File: config.mk
export PLATFORM = sky130hd
export DESIGN_NAME = stream_rr_arbiter
export DESIGN_NICKNAME = d
export VERILOG_FILES = /design/src/rtl/stream_rr_arbiter.sv
export SDC_FILE = /design/constraint.sdc
export NUM_CORES = 1
export LEC_CHECK = 0
export ABC_AREA = 1
export CORE_AREA = 2 2 56 58
export DETAILED_ROUTE_END_ITERATION = 16
export DIE_AREA = 0 0 58 60
export GPL_TIMING_DRIVEN = 0
export PLACE_DENSITY_LB_ADDON = 0.05
export SYNTH_ARGS = -nofsm -noshare
export SYNTH_HDL_FRONTEND = slang
export SYNTH_SLANG_ARGS = --single-unit
File: constraint.sdc
create_clock -name clk -period 4.5 [get_ports clk]
set_input_delay 0.9 -clock clk [delete_from_list [all_inputs] [get_ports clk]]
set_output_delay 0.9 -clock clk [all_outputs]
set_load 0.01 [all_outputs]
File: src/rtl/stream_rr_arbiter.sv
// Round-robin arbiter sharing one registered valid/ready output stream among N requesters.
// Latency: request seen in cycle 0 -> grant in cycle 1 -> beat on outValid in cycle 2.
// Backpressure: inReady[grant] = !outValid || outReady, so a stalled output stalls the grantee.
// Optional STREAM_ARB_PKT_LOCK_EN: hold the grant until a beat with inLast=1;
// without it the grant is released after every beat.
`timescale 1ns/1ps

module stream_rr_arbiter #(
  parameter  int N  = 4,
  parameter  int W  = 8,
  localparam int SW = (N > 1) ? $clog2(N) : 1
) (
  input  logic            clk,
  input  logic            rstn,
  input  logic [N-1:0]    inValid,
  input  logic [N-1:0]    inLast,
  input  logic [N*W-1:0]  dIn,
  output logic [N-1:0]    inReady,
  output logic            outValid,
  input  logic            outReady,
  output logic [W-1:0]    dOut,
  output logic            outLast,
  output logic [SW-1:0]   outSel
);

`ifdef STREAM_ARB_PKT_LOCK_EN
  localparam bit PKT_LOCK = 1'b1;
`else
  localparam bit PKT_LOCK = 1'b0;
`endif

  typedef enum logic {IDLE, LOCKED} state_t;

  state_t         state_q, state_d;
  logic [SW-1:0]  grant_q, grant_d;
  logic [SW-1:0]  last_grant_q, last_grant_d;
  logic           out_valid_q, out_valid_d;
  logic [W-1:0]   dout_q, dout_d;
  logic           out_last_q, out_last_d;
  logic [SW-1:0]  out_sel_q, out_sel_d;

  logic           space;
  logic           xfer;
  logic           release_grant;
  logic           gnt_valid;
  logic           gnt_last;
  logic [W-1:0]   gnt_data;
  logic [SW-1:0]  rr_pick;
  logic           any_valid;
  logic [N-1:0]   in_ready_c;

  // The output register can take a new beat when empty or draining this cycle.
  assign space = !out_valid_q || outReady;

  // Mux the granted requester's signals out of the flat input buses.
  always_comb begin
    gnt_valid = 1'b0;
    gnt_last  = 1'b0;
    gnt_data  = '0;
    for (int i = 0; i < N; i++) begin
      if (grant_q == SW'(i)) begin
        gnt_valid = inValid[i];
        gnt_last  = inLast[i];
        gnt_data  = dIn[i*W +: W];
      end
    end
  end

  // Only the grantee ever sees ready, and only from registered state plus outReady.
  always_comb begin
    in_ready_c = '0;
    for (int i = 0; i < N; i++) begin
      in_ready_c[i] = (state_q == LOCKED) && (grant_q == SW'(i)) && space;
    end
  end

  assign xfer          = (state_q == LOCKED) && gnt_valid && space;
  assign release_grant = xfer && (gnt_last || !PKT_LOCK);

  // Round-robin search: first valid requester strictly after the last one served.
  always_comb begin
    rr_pick   = '0;
    any_valid = 1'b0;
    for (int k = 1; k <= N; k++) begin
      for (int j = 0; j < N; j++) begin
        if (!any_valid && (j == (int'(last_grant_q) + k) % N) && inValid[j]) begin
          rr_pick   = SW'(j);
          any_valid = 1'b1;
        end
      end
    end
  end

  // Grant state machine: pick in IDLE, hold in LOCKED until the grant is released.
  always_comb begin
    state_d      = state_q;
    grant_d      = grant_q;
    last_grant_d = last_grant_q;
    case (state_q)
      IDLE: begin
        if (any_valid) begin
          grant_d = rr_pick;
          state_d = LOCKED;
        end
      end
      LOCKED: begin
        if (release_grant) begin
          state_d      = IDLE;
          last_grant_d = grant_q;
        end
      end
      default: state_d = IDLE;
    endcase
  end

  // Output stage: load on transfer, clear valid on drain, otherwise hold.
  always_comb begin
    out_valid_d = out_valid_q;
    dout_d      = dout_q;
    out_last_d  = out_last_q;
    out_sel_d   = out_sel_q;
    if (xfer) begin
      out_valid_d = 1'b1;
      dout_d      = gnt_data;
      out_last_d  = gnt_last;
      out_sel_d   = grant_q;
    end else if (out_valid_q && outReady) begin
      out_valid_d = 1'b0;
    end
  end

  // State and output registers; reset drops any in-flight beat.
  always_ff @(posedge clk) begin
    if (!rstn) begin
      state_q      <= IDLE;
      grant_q      <= '0;
      last_grant_q <= SW'(N - 1);
      out_valid_q  <= 1'b0;
      dout_q       <= '0;
      out_last_q   <= 1'b0;
      out_sel_q    <= '0;
    end else begin
      state_q      <= state_d;
      grant_q      <= grant_d;
      last_grant_q <= last_grant_d;
      out_valid_q  <= out_valid_d;
      dout_q       <= dout_d;
      out_last_q   <= out_last_d;
      out_sel_q    <= out_sel_d;
    end
  end

  assign inReady  = in_ready_c;
  assign outValid = out_valid_q;
  assign dOut     = dout_q;
  assign outLast  = out_last_q;
  assign outSel   = out_sel_q;

endmodule
==> impl_metrics.yaml <==
synthesis:
  yosys_warnings: 0
  seq_area_frac_synth_pct: 29.2
  synth_nets: 214
  synth.avg_cell_area_um2: 6.81
  syn_area_mm2: 0.00116
  async_reset_ff_share_pct: 0
  syn_inst: 171
  synth_edf_count: 0
  synth-main-ff-cell: "dfxtp_1"
  ys_ff_latch: 17
  synth_cell_types: 26
power_and_ir_drop:
  power.density_mw_per_mm2: 323
  p_leak_nw: 0.734
  peakVddDrop_mv: 0.197
setup_path:
  end_kind: "primary output"
  crit_chain: "clkdlybuf4s50_1 -> nor2_1 -> nor2_1 -> inv_1 -> nor3_1 -> clkdlybuf4s50_1"
  crit_slowest_cell: "clkdlybuf4s50_1"
  critPathArrivalTime_ns: 2.37
  worst-path-buf-inv: 3
  critPathMaxFanout: 4
  required_ns: 3.60
  crit_family: "buffers and inverters"
  crit_path_max_incr_delay_ns: 0.58
  path_class: "in2out"
  start_kind: "input pin"
cells_and_area:
  fin_nets: 277
  fin_area_mm2: 0.00181
  antenna_cells: 0
  syn2layout_area_growth_pct: 55.7
  drive_gt1_share_pct: 9.44
  fillers: 281
sta:
  hold_slack_ns: 0.476
  drv_slew: 0
  finalCritPeriodShare_pct: 72.7
  setup_slack_ns: 1.23
  hold_viol: 0
  rsz0062_at_grt: "false"
  final.setup.tns_ns: 0
  fin_crit_ns: 3.27
  fmax_ghz: 0.306
  tightest_slew_ns: 0.519
  fin_skew_ns: 0.00256
  setup_viol: 0
  max_slew_margin_pct: 65.4
cts:
  cts_tree: "built"
  cts_root_buf: "clkbuf_4"
  clkSlewWorstSetupHoldPaths_ns: 0.11
  cts_hold_buf: 0
  cts_resized: 0
  htree_levels: 1
  ctsLongestPathBuffers: 2
  clk_latency_ns: 0.28
  cts_setup_buffers: 0
  cts.sink_count: 17
  cts_made_buffers: 3
drt:
  first_pass_iters: 4
  viasPerCell: 5.35
  drc_errors: 0
  drt-wirelength-per-cell_um: 13.5
  routed_wl_mm: 3.60
  via_count: 1422
  drtAntennaViolNets: 0
  drtIter0Drc: 81
floorplanning:
  start_util_pct: 40.1
  io_pins: 59
  die_x_um: 58
  rows: 20
  die_y_um: 60
  die_area_mm2: 0.00348
  core_area_mm2: 0.00290
worst_hold_path:
  hold_class: "reg2reg"
placed_design:
  placed_area_mm2: 0.00179
  io_buffers: 58
  dp_hpwl_mm: 2.82
  gp_congestion: 0.821
  pre_cts_ws_ns: 1.24
flow_run:
  drv_cap: 0
outcome:
  status: "completed"
global_routing:
  grt_start_max_net_pins: 11
  gr-usage-all-layers_pct: 21.2
  grt_pass1_vias: 1336
  overflow: 0
  antenna_found_initial: 0
  grt_pass1_wl_mm: 5.74
-- placed cells by master (no fill, tap or decap), drive strengths merged --
cell type      count
inv               15
nand3             18
o211ai             2
nand4              5
a211oi             6
dfxtp             17
a311oi             3
and2               1
buf                3
o221ai             1
clkinv             2
o21ai              2
nor2              32
clkbuf             6
clkdlybuf4s50     58
nand2             46
a21oi              6
o2111ai            1
nor3               3
a221oi             6
-- report_power, final --
part / internal (W) / switching [W]
logic: 0.000145 / 0.000165
clock network: 0.0000330 / 0.0000498
registers: 0.000176 / 0.0000184
-- metrics by stage --
stage               util, %  total power [W]  cells
global placement       61.6         0.000499    262
global route           62.5         0.000632    266
floorplan                 -         0.000383    171
finish                 62.5         0.000586    266
detailed placement     61.6         0.000507    262
CTS                    62.5         0.000591    266
-- routing by layer --
metal	vias up	routed length [um]	share of wire, %	global-route usage, %
li1	714	-	-	-
met1	645	1570	44	27.5
met2	59	1770	49	36.5
met3	4	231	6.4	3.25
met4	0	28	0.78	6.31
met5	-	0	0	0
-- final timing paths --
| path | endpoint | start | slack (ns) | depth (start not counted) |
|---|---|---|---|---|
| worst min register to register | outSel[1]$_SDFFE_PN0P_ | outSel[1]$_SDFFE_PN0P_ | 0.48 | 2 |
| worst max register to register | outLast$_SDFFE_PN0P_ | grant_q[0]$_SDFFE_PN0P_ | 2.58 | 9 |
| worst max-delay path | inReady[1] | outReady | 1.23 | 6 |
| worst min-delay path | outSel[1]$_SDFFE_PN0P_ | outSel[1]$_SDFFE_PN0P_ | 0.48 | 2 |
-- registers in the layout (all words and copies together) (netlist names) --
name / flops
dOut: 8
last_grant_q: 2
state_q: 1
outValid: 1
outLast: 1
outSel: 2
grant_q: 2
-- worst reg2reg max path: cells and delay by family, from the launching register on --
| family | cells | cell delay, ns |
|---|---|---|
| buffers and inverters | 4 | 0.49 |
| DFF | 1 | 0.32 |
| and+or+nand+nor | 2 | 0.51 |
| AOI/OAI and AO/OA | 3 | 0.52 |
-- Yosys cell counts, types with 2 or more instances --
library cell	count	area, um^2
a211oi_1	6	45.0
a21oi_1	6	30.0
a221oi_1	6	52.6
a311oi_1	3	26.3
buf_6	3	33.8
clkbuf_1	3	11.3
dfxtp_1	17	340
inv_1	13	48.8
inv_2	2	7.51
nand2_1	44	165
nand3_1	16	80.1
nand3_2	2	20.0
nand4_1	3	18.8
nand4_4	2	42.5
nor2_1	25	93.8
nor2_2	3	18.8
nor2_4	4	45.0
nor3_1	3	15.0
o211ai_1	2	15.0
o21ai_0	2	10.0
-- kinds of logic after synthesis --
kind of cell    Yosys count  synth area share, %
buf+inv                  22                 9.02
compound gates           27                 16.9
flops                    17                 29.2
simple gates            105                 44.9
-- final cells by class --
cell class	count	area, um^2	share of cell area, %
clock inverters	1	5.00	0.276
flip-flops and latches	17	340	18.8
plain buffers	6	45.0	2.48
repair buffers	58	581	32.0
multi-input cells	132	719	39.7
well taps	33	41.3	2.28
clock buffers	3	22.5	1.24
inverters	16	60.1	3.31
No activity file was read; power rests on OpenSTA's default activity.
